<file path="config.mk">
export PLATFORM = sky130hd
export DESIGN_NAME = memory_arbiter_rr
export DESIGN_NICKNAME = d
export VERILOG_FILES = /design/src/rtl/memory_arbiter_rr_pkg.sv /design/src/rtl/memory_arbiter_rr_picker.sv /design/src/rtl/memory_arbiter_rr.sv
export SDC_FILE = /design/constraint.sdc
export NUM_CORES = 1
export LEC_CHECK = 0
export CAP_MARGIN = 15
export CORE_AREA = 2 2 163 165
export CTS_CLUSTER_DIAMETER = 60
export DETAILED_ROUTE_END_ITERATION = 12
export DIE_AREA = 0 0 165 167
export GPL_TIMING_DRIVEN = 0
export PLACE_DENSITY = 0.57
export SLEW_MARGIN = 20
export SYNTH_ARGS = -nofsm -noshare
export SYNTH_HDL_FRONTEND = slang
export SYNTH_SLANG_ARGS = --single-unit
</file>
<file path="constraint.sdc">
create_clock -name i_clk -period 2.1 [get_ports i_clk]
set_input_delay 0.21 -clock i_clk [delete_from_list [all_inputs] [get_ports i_clk]]
set_output_delay 0.21 -clock i_clk [all_outputs]
set_load 0.005 [all_outputs]
</file>
<file path="src/rtl/memory_arbiter_rr_pkg.sv">
// memory_arbiter_rr_pkg: shared types and the round-robin pick helper for the memory arbiter
//   ramstate_t  : RAM handshake state (FREE, BUSY, ACCESS, ERROR)
//   arb_state_t : arbiter FSM state (IDLE, XFER)
//   pick_t      : result of rr_pick (valid flag + winning index)
package memory_arbiter_rr_pkg;
    typedef enum logic [1:0] {FREE, BUSY, ACCESS, ERROR} ramstate_t;
    typedef enum logic {IDLE, XFER} arb_state_t;
    localparam int MAX_REQ = 8;
    typedef struct packed {
        logic       valid;
        logic [2:0] idx;
    } pick_t;
    // First active requester at or above ptr, wrapping modulo n.
    // The loop runs downward so the smallest offset from ptr is the last assignment.
    function automatic pick_t rr_pick(input logic [MAX_REQ-1:0] req, input logic [2:0] ptr, input int n);
        pick_t p;
        p = '0;
        for (int k = MAX_REQ - 1; k >= 0; k--) begin
            if (k < n && req[(int'(ptr) + k) % n]) begin
                p.valid = 1'b1;
                p.idx   = 3'((int'(ptr) + k) % n);
            end
        end
        return p;
    endfunction
endpackage

</file>
<file path="src/rtl/memory_arbiter_rr_picker.sv">
// rr_priority_picker: combinational grant selection, fixed priority first, round-robin for the rest
//   i_req   : per-requester active flags
//   i_ptr   : round-robin start index
//   o_valid : some requester is active
//   o_idx   : winning requester index
//   o_prio  : winner came from the priority subset
module rr_priority_picker
    import memory_arbiter_rr_pkg::*;
#(
    parameter int                 NUM_REQ   = 4,
    parameter logic [NUM_REQ-1:0] PRIO_MASK = NUM_REQ'(1)
) (
    input  logic [NUM_REQ-1:0]         i_req,
    input  logic [$clog2(NUM_REQ)-1:0] i_ptr,
    output logic                       o_valid,
    output logic [$clog2(NUM_REQ)-1:0] o_idx,
    output logic                       o_prio
);
    localparam int IW = $clog2(NUM_REQ);
    logic [NUM_REQ-1:0] w_prio_req;
    logic [IW-1:0]      w_prio_idx;
    pick_t              w_rr;
    assign w_prio_req = i_req & PRIO_MASK;
    always_comb begin
        w_prio_idx = '0;
        for (int i = NUM_REQ - 1; i >= 0; i--)
            if (w_prio_req[i]) w_prio_idx = IW'(i);
    end
    assign w_rr    = rr_pick(MAX_REQ'(i_req), 3'(i_ptr), NUM_REQ);
    assign o_prio  = |w_prio_req;
    assign o_valid = o_prio | w_rr.valid;
    assign o_idx   = o_prio ? w_prio_idx : IW'(w_rr.idx);
endmodule

</file>
<file path="src/rtl/memory_arbiter_rr.sv">
// memory_arbiter_rr: NUM_REQ-way RAM arbiter with priority/round-robin grants and multi-beat bursts
//   i_clk, i_nrst        : clock, asynchronous active-low reset
//   i_req_ren/i_req_wen  : per-requester read/write requests (write wins)
//   i_req_addr/_wdata/_len : packed per-requester start address, beat data, burst length-1
//   o_req_wait/_beat/_done : per-requester wait, beat-complete pulse, burst-complete pulse
//   o_req_rdata          : read data, valid with o_req_beat
//   o_ram_ren/_wen/_addr/_store, i_ram_load, i_ram_state : RAM port
module memory_arbiter_rr
    import memory_arbiter_rr_pkg::*;
#(
    parameter int                 NUM_REQ   = 4,
    parameter int                 AW        = 32,
    parameter int                 DW        = 32,
    parameter int                 LENW      = 3,
    parameter logic [NUM_REQ-1:0] PRIO_MASK = NUM_REQ'(1),
    parameter int                 ADDR_STEP = 4
) (
    input  logic                    i_clk,
    input  logic                    i_nrst,
    input  logic [NUM_REQ-1:0]      i_req_ren,
    input  logic [NUM_REQ-1:0]      i_req_wen,
    input  logic [NUM_REQ*AW-1:0]   i_req_addr,
    input  logic [NUM_REQ*DW-1:0]   i_req_wdata,
    input  logic [NUM_REQ*LENW-1:0] i_req_len,
    output logic [NUM_REQ-1:0]      o_req_wait,
    output logic [NUM_REQ-1:0]      o_req_beat,
    output logic [NUM_REQ-1:0]      o_req_done,
    output logic [DW-1:0]           o_req_rdata,
    output logic                    o_ram_ren,
    output logic                    o_ram_wen,
    output logic [AW-1:0]           o_ram_addr,
    output logic [DW-1:0]           o_ram_store,
    input  logic [DW-1:0]           i_ram_load,
    input  logic [1:0]              i_ram_state
);
    localparam int IW = $clog2(NUM_REQ);
    arb_state_t         r_state, w_next;
    logic [IW-1:0]      r_grant, r_ptr, w_pick_idx;
    logic               r_is_write, r_prio, w_pick_valid, w_pick_prio;
    logic [AW-1:0]      r_base;
    logic [LENW-1:0]    r_len, r_beat_cnt;
    logic [NUM_REQ-1:0] w_req, w_onehot;
    logic               w_xfer, w_abort, w_beat, w_last, w_start;

    rr_priority_picker #(.NUM_REQ(NUM_REQ), .PRIO_MASK(PRIO_MASK)) u_picker (
        .i_req   (w_req),
        .i_ptr   (r_ptr),
        .o_valid (w_pick_valid),
        .o_idx   (w_pick_idx),
        .o_prio  (w_pick_prio)
    );

    assign w_req    = i_req_ren | i_req_wen;
    assign w_xfer   = r_state == XFER;
    assign w_start  = !w_xfer && w_pick_valid;
    // Granted requester withdrew: drop the RAM enables this very cycle.
    assign w_abort  = w_xfer && !w_req[r_grant];
    assign w_beat   = w_xfer && !w_abort && ramstate_t'(i_ram_state) == ACCESS;
    assign w_last   = w_beat && r_beat_cnt == r_len;
    assign w_onehot = NUM_REQ'(1) << r_grant;

    always_comb begin
        w_next = w_xfer ? ((w_abort || w_last) ? IDLE : XFER) : (w_pick_valid ? XFER : IDLE);
    end

    assign o_ram_ren   = w_xfer && !w_abort && !r_is_write;
    assign o_ram_wen   = w_xfer && !w_abort && r_is_write;
    assign o_ram_addr  = w_xfer ? r_base + AW'(r_beat_cnt) * AW'(ADDR_STEP) : '0;
    assign o_ram_store = w_xfer ? i_req_wdata[r_grant*DW +: DW] : '0;
    assign o_req_wait  = w_beat ? ~w_onehot : '1;
    assign o_req_beat  = w_beat ? w_onehot : '0;
    assign o_req_done  = w_last ? w_onehot : '0;
    assign o_req_rdata = (w_beat && !r_is_write) ? i_ram_load : '0;

    always_ff @(posedge i_clk or negedge i_nrst) begin
        if (!i_nrst) r_state <= IDLE;
        else r_state <= w_next;
    end

    always_ff @(posedge i_clk or negedge i_nrst) begin
        if (!i_nrst) begin
            r_grant    <= '0;
            r_ptr      <= '0;
            r_is_write <= 1'b0;
            r_prio     <= 1'b0;
            r_base     <= '0;
            r_len      <= '0;
            r_beat_cnt <= '0;
        end else begin
            if (w_start) begin
                r_grant    <= w_pick_idx;
                r_is_write <= i_req_wen[w_pick_idx];
                r_base     <= i_req_addr[w_pick_idx*AW +: AW];
                r_len      <= i_req_len[w_pick_idx*LENW +: LENW];
                r_prio     <= w_pick_prio;
                r_beat_cnt <= '0;
            end else if (w_beat && !w_last) begin
                r_beat_cnt <= r_beat_cnt + 1'b1;
            end
            // Only round-robin grants advance the pointer; priority grants leave it alone.
            if ((w_abort || w_last) && !r_prio)
                r_ptr <= (r_grant == IW'(NUM_REQ - 1)) ? '0 : r_grant + 1'b1;
        end
    end
endmodule

</file>
=== Yosys cells after proc, flatten, opt, wreduce, memory -nomap -nowiden ===
Index checks and enable logic that the tools add are counted.

* Word-level logic and storage cells: 87
* Output and inout port bits: 110
* Register bits: 45
* Input port bits: 312

* Bitwise logic cells: 6
* Magnitude comparators: 6
* Multiply operators: 1
* Shift-type cells: 4
* Mux-type cells: 32
* Add/sub/neg operators: 6
* Reduce and logical (&&, ||, !) cells: 21
* Eq/ne operators: 3

{| class="wikitable"
|+ Operator list
! kind !! count
|-
| $shiftx A128 B8 Y32 || 2
|-
| $mux W32 || 3
|-
| $add A32 B5 Y32 || 1
|-
| $mux W4 || 7
|-
| $lt A3 B5 Y1 const B || 3
|-
| $mux W1 || 12
|-
| $shiftx A12 B5 Y3 || 1
|-
| $logic_and A1 B1 Y1 || 10
|-
| $bmux W1 S3 || 3
|-
| $bmux W1 S2 || 3
|-
| $logic_not A1 Y1 || 6
|-
| $lt A2 B3 Y1 const B || 2
|-
| $mux W3 || 2
|-
| $reduce_or A2 Y1 || 3
|-
| $add A2 B1 Y2 const B || 2
|-
| $add A2 B2 Y2 const B || 2
|-
| $eq A2 B2 Y1 const B || 2
|-
| $lt A2 B4 Y1 const B || 1
|-
| $mul A2 B2 Y4 const B || 1
|-
| $mux W2 || 2
|-
| $not A4 Y4 || 1
|-
| $or A4 B4 Y4 || 1
|-
| $shl A1 B2 Y4 const A || 1
|-
| $add A3 B1 Y3 const B || 1
|-
| other kinds (5) || 7
|}

=== Depth between registers and ports, before layout ===
* Depth in word-level cells: 13
* Depth in mapped cells: 8

=== Modules after synthesis ===
From an unflattened synthesis, not the netlist that was laid out.

* Cell total of the unflattened synthesis: 519
* Area, all modules: 4942.2 um^2

{| class="wikitable"
|+ Modules (own cells, without submodules)
! module !! instances !! cells an instance !! area each (um^2)
|-
| memory_arbiter_rr || 1 || 509 || 4873.4
|-
| rr_priority_picker || 1 || 10 || 68.8
|}

=== Worst setup path before layout ===
No wires, ideal clock.

* Kind: reg2out
* From: register r_beat_cnt[0]
* To: output port o_ram_addr[30]
* Slack: -0.258 ns
* Data arrival time: 2.148 ns
* Data required time: 1.890 ns
* Stages on the path, launching flop included: 9
* Path buffers: 0
* Cells stage by stage: dfrtp_1 ha_1 inv_1 fa_1 nand2b_1 a2111o_1 nor4_1 xnor2_1 nor2_1

* Longest elaborated chain between the ends: 2

{| class="wikitable"
|+ Ends and longest elaborated chain
! what !! RTL line !! source
|-
| start: declaration || memory_arbiter_rr.sv:41 || <nowiki>logic [LENW-1:0] r_len, r_beat_cnt;</nowiki>
|-
| start signal: assignment || memory_arbiter_rr.sv:98 || <nowiki>r_beat_cnt <= r_beat_cnt + 1'b1;</nowiki>
|-
| $add A32 B5 Y32 || memory_arbiter_rr.sv:68 || <nowiki>assign o_ram_addr = w_xfer ? r_base + AW'(r_beat_cnt) * AW'(ADDR_STEP) : '0;</nowiki>
|-
| $mux W32 || memory_arbiter_rr.sv:68 ||
|-
| end: declaration || memory_arbiter_rr.sv:31 || <nowiki>output logic [AW-1:0] o_ram_addr,</nowiki>
|}

Every way passes these cells.

=== Worst setup path in the final report ===
* From: register r_base[2]
* To: output port o_ram_addr[26]

* Longest elaborated chain between the ends: 2

{| class="wikitable"
|+ Ends and longest elaborated chain
! what !! RTL line !! source
|-
| start: declaration || memory_arbiter_rr.sv:40 || <nowiki>logic [AW-1:0] r_base;</nowiki>
|-
| start signal: assignment || memory_arbiter_rr.sv:93 || <nowiki>r_base <= i_req_addr[w_pick_idx*AW +: AW];</nowiki>
|-
| $add A32 B5 Y32 || memory_arbiter_rr.sv:68 ||
|-
| $mux W32 || memory_arbiter_rr.sv:68 ||
|}

Every way passes these cells.

==> run summary <==
status: finished with violations
failing checks: setup timing
mux cell area share after synthesis: 23.87%
WHS: 0.3432 ns
vias per cell: 4.581
EDFF count, synth: 0
clk buf depth: 2
CTS Sinks: 45
FF-to-FF setup slack: 0.17 ns
initial drt markers: 180
most area-hungry cell type in the Yosys netlist: dfrtp_1
Reg2Reg Launch Point: r_ptr[1]$_DFFE_PN0P_
leading cell types by count after synthesis: nand2_1 (56), dfrtp_1 (45), and2_1 (42)
Tcrit/Tclk final: 131.4%
Clk network pwr share: 8.5%
Placer Congestion: 0.8309
Async S/R FF share, synth: 100.0%
most common cell in the netlist: nand2_1
post-synth net total: 848
Yosys warnings: 0
Sw Pwr: 4.066 mW
Static Leak: 4.457 nW
post-route cell area: 0.01091 sq mm
worst reg2reg path endpoint: r_base[7]$_DFFE_PN0P_
largest fanout on the critical path: 4
nets: 1356
max_cap viols: 0
Die Area: 0.02756 sq mm
final setup TNS: -28.38 ns
Finished Core Util: 42.36%
post-synthesis cell type count: 51
Min-Delay Path Depth: 3
Buffers on Ports: 421
fraction of layout cells with a size suffix above 1: 34.85%
die width: 165 um
antenna violations before repair: 2
max_slew headroom: 58.47%
sequential share of the synthesized area: 23.23%
DRT antenna net count: 0
crit start category: register
Post-Synthesis Cells: 527
slack of the critical path: -0.6588 ns
Root Buffer Master: clkbuf_16
Comb pwr share: 73.4%
number of global-route vias before repair: 6657
ranking of synthesized cells by area: dfrtp_1 (23%), mux4_2 (15%), mux2i_1 (7.8%)
via count: 6285
global-route wire length before repair: 39860 um
Worst Path Arrival: 2.55 ns
total power: 10.11 mW
Synth top area share: 23.23%
Final Max Tran Viols: 0
# setup viols final: 86
Rows: 59
crit end category: primary output
CTS tree: yes
slew at the pin closest to its max-slew limit: 0.6196 ns
pwr dens: 926.2 mW/mm^2
RSZ-0062 raised after global routing: true
dpl cells: 1283
worst skew pair latency: 0.29 ns
# IOs: 422
Initial DRT Pass Iterations: 4
overall routing resource usage: 19.31%
Post-synth top flop: dfrtp_1
sequential share of power: 18.0%
H-Tree Depth: 2
number of remaining DRC errors: 0
Starting Density: 18.82%
CORE AREA: 0.02576 sq mm
Cell Area, Placed: 0.009514 sq mm
synthesis-stage register bit count: 45
pre-CTS setup slack: -1.011 ns
Hold Crit Class: primary input to register
Area growth, synth to finish: 125.1%
Syn Area/Cell: 9.200 sq um
Synth Cell Area: 0.004848 sq mm
Hold EP: r_prio$_DFFE_PN0P_
largest family of logic cells by synthesized area: simple AND/OR/NAND/NOR gates
total congestion overflow: 0
CTS clk-pin slew, worst paths: 0.07 ns
Reg2Reg Depth: 7
Tmin final: 2.759 ns
Pint: 6.042 mW
final cell count without fillers: 1372
HPWL Detailed: 22530 um
routed len/inst: 20.55 um
Crit Path Class: register to primary output
sw frac: 40.22%
worst hold start: i_req_ren[0]
Crit path required time: 1.89 ns
Worst Skew: 0.004704 ns
CTS Buf Count: 5
post-synthesis xor/xnor area fraction: 5.058%
largest net degree at the start of global routing: 46
Post-Synth Adder-Cell Area: 2.477%
VDD IR max: 423.7 uV
Simple-Gate Fraction of Synth Area: 25.08%
final hold violation count: 0
Max Fclk: 362.5 MHz
Die Y: 167 um
Synth Area in Compound Gates: 15.02%
DRT Wirelength: 28190 um
[power by group through the flow]
stage / registers, mW / logic (mW) / clock network, mW
after floorplan: 1.63 / 3.06 / 0
after global placement: 1.79 / 6.18 / 0
after detailed placement: 1.80 / 6.20 / 0
after CTS: 1.80 / 7.17 / 0.896
after global routing: 1.88 / 7.95 / 0.925
final: 1.82 / 7.42 / 0.864
[cells in the final DEF (no fill, tap or decap), types with 4 or more instances in the layout]
master,count
clkdlybuf4s50_1,308
buf_6,102
nand2_1,50
buf_2,47
dfrtp_1,42
mux2i_1,38
o211ai_1,36
a22oi_1,35
nor2_1,33
mux4_2,33
buf_4,32
and3_4,27
and2_4,26
xor2_1,22
and2_1,16
and3_1,14
clkbuf_2,9
inv_1,7
clkbuf_1,7
nand3_2,7
o21ai_0,7
dlygate4sd2_1,7
nand2_2,6
nand3_1,6
xnor2_1,6
buf_8,6
ha_1,6
dlymetal6s2s_1,6
buf_12,5
nand4_1,5
clkbuf_16,5
nor4_4,4
clkdlybuf4s15_2,4
[registers in the layout (all words and copies together) (netlist names)]
register    count
r_prio          1
r_len           3
r_ptr           2
r_state         1
r_base         32
r_beat_cnt      3
r_is_write      1
r_grant         2
[layer usage]
layer  share of wire, %  vias to the layer above  track usage, %
met5                  0                        -               0
met4                4.1                        0           7.826
met3                8.5                       51           5.081
met2                 51                      303           36.25
met1                 36                     2943           20.01
li1                   -                     2988               -
[critical path, cell delays in order, from the launching register on]
cell and delay (ns):
dfrtp_1 0.40, ha_4 0.16, inv_2 0.04, fa_2 0.34, nand2b_4 0.19, a2111o_1 0.42, buf_6 0.14, nor4_4 0.21
xnor2_1 0.15, nor2_1 0.05, buf_2 0.15
[kinds of logic (layout without fill, tap and decap cells)]
group / count (synthesis) / count (layout)
adders and majority gates: 9 / 9
and+or+nand+nor: 222 / 223
muxes: 74 / 74
xor gates and xnor gates: 28 / 28
DFF: 45 / 45
buffers and inverters: 50 / 558
AOI/OAI and AO/OA: 99 / 99
other: 0 / 1
[what timing repair did]
action                                  CTS  global route
endpoints found under the hold margin    45             0
endpoints found under the setup margin  149           144
gates cloned                              6             0
hold buffers                              1             0
buffers inserted                         72            22
pin swaps                                23            15
gates resized for setup                 563           119
[worst max-delay path by stage]
stage                     endpoint  slack [ns]                 startpoint
floorplan           o_ram_addr[30]       -0.11  r_beat_cnt[0]$_DFFE_PN0P_
global placement    o_ram_addr[20]       -0.99  r_beat_cnt[0]$_DFFE_PN0P_
detailed placement  o_ram_addr[20]       -1.01  r_beat_cnt[0]$_DFFE_PN0P_
CTS                 o_ram_addr[26]       -0.75  r_beat_cnt[0]$_DFFE_PN0P_
global route        o_ram_addr[26]       -0.79      r_base[2]$_DFFE_PN0P_
finish              o_ram_addr[26]       -0.66      r_base[2]$_DFFE_PN0P_
[area by class of cell]
cell class	instances	area, sq um
fill	2564	14850
timing repair buffer	505	4985
multi-input combinational	433	3933
sequential	45	1130
tap	335	419.2
buffer	35	242.7
clock buffer	7	152.6
inverter	10	43.79
clock inverter	1	5.005
antenna	1	2.502
(Power assumes the default switching activity.)
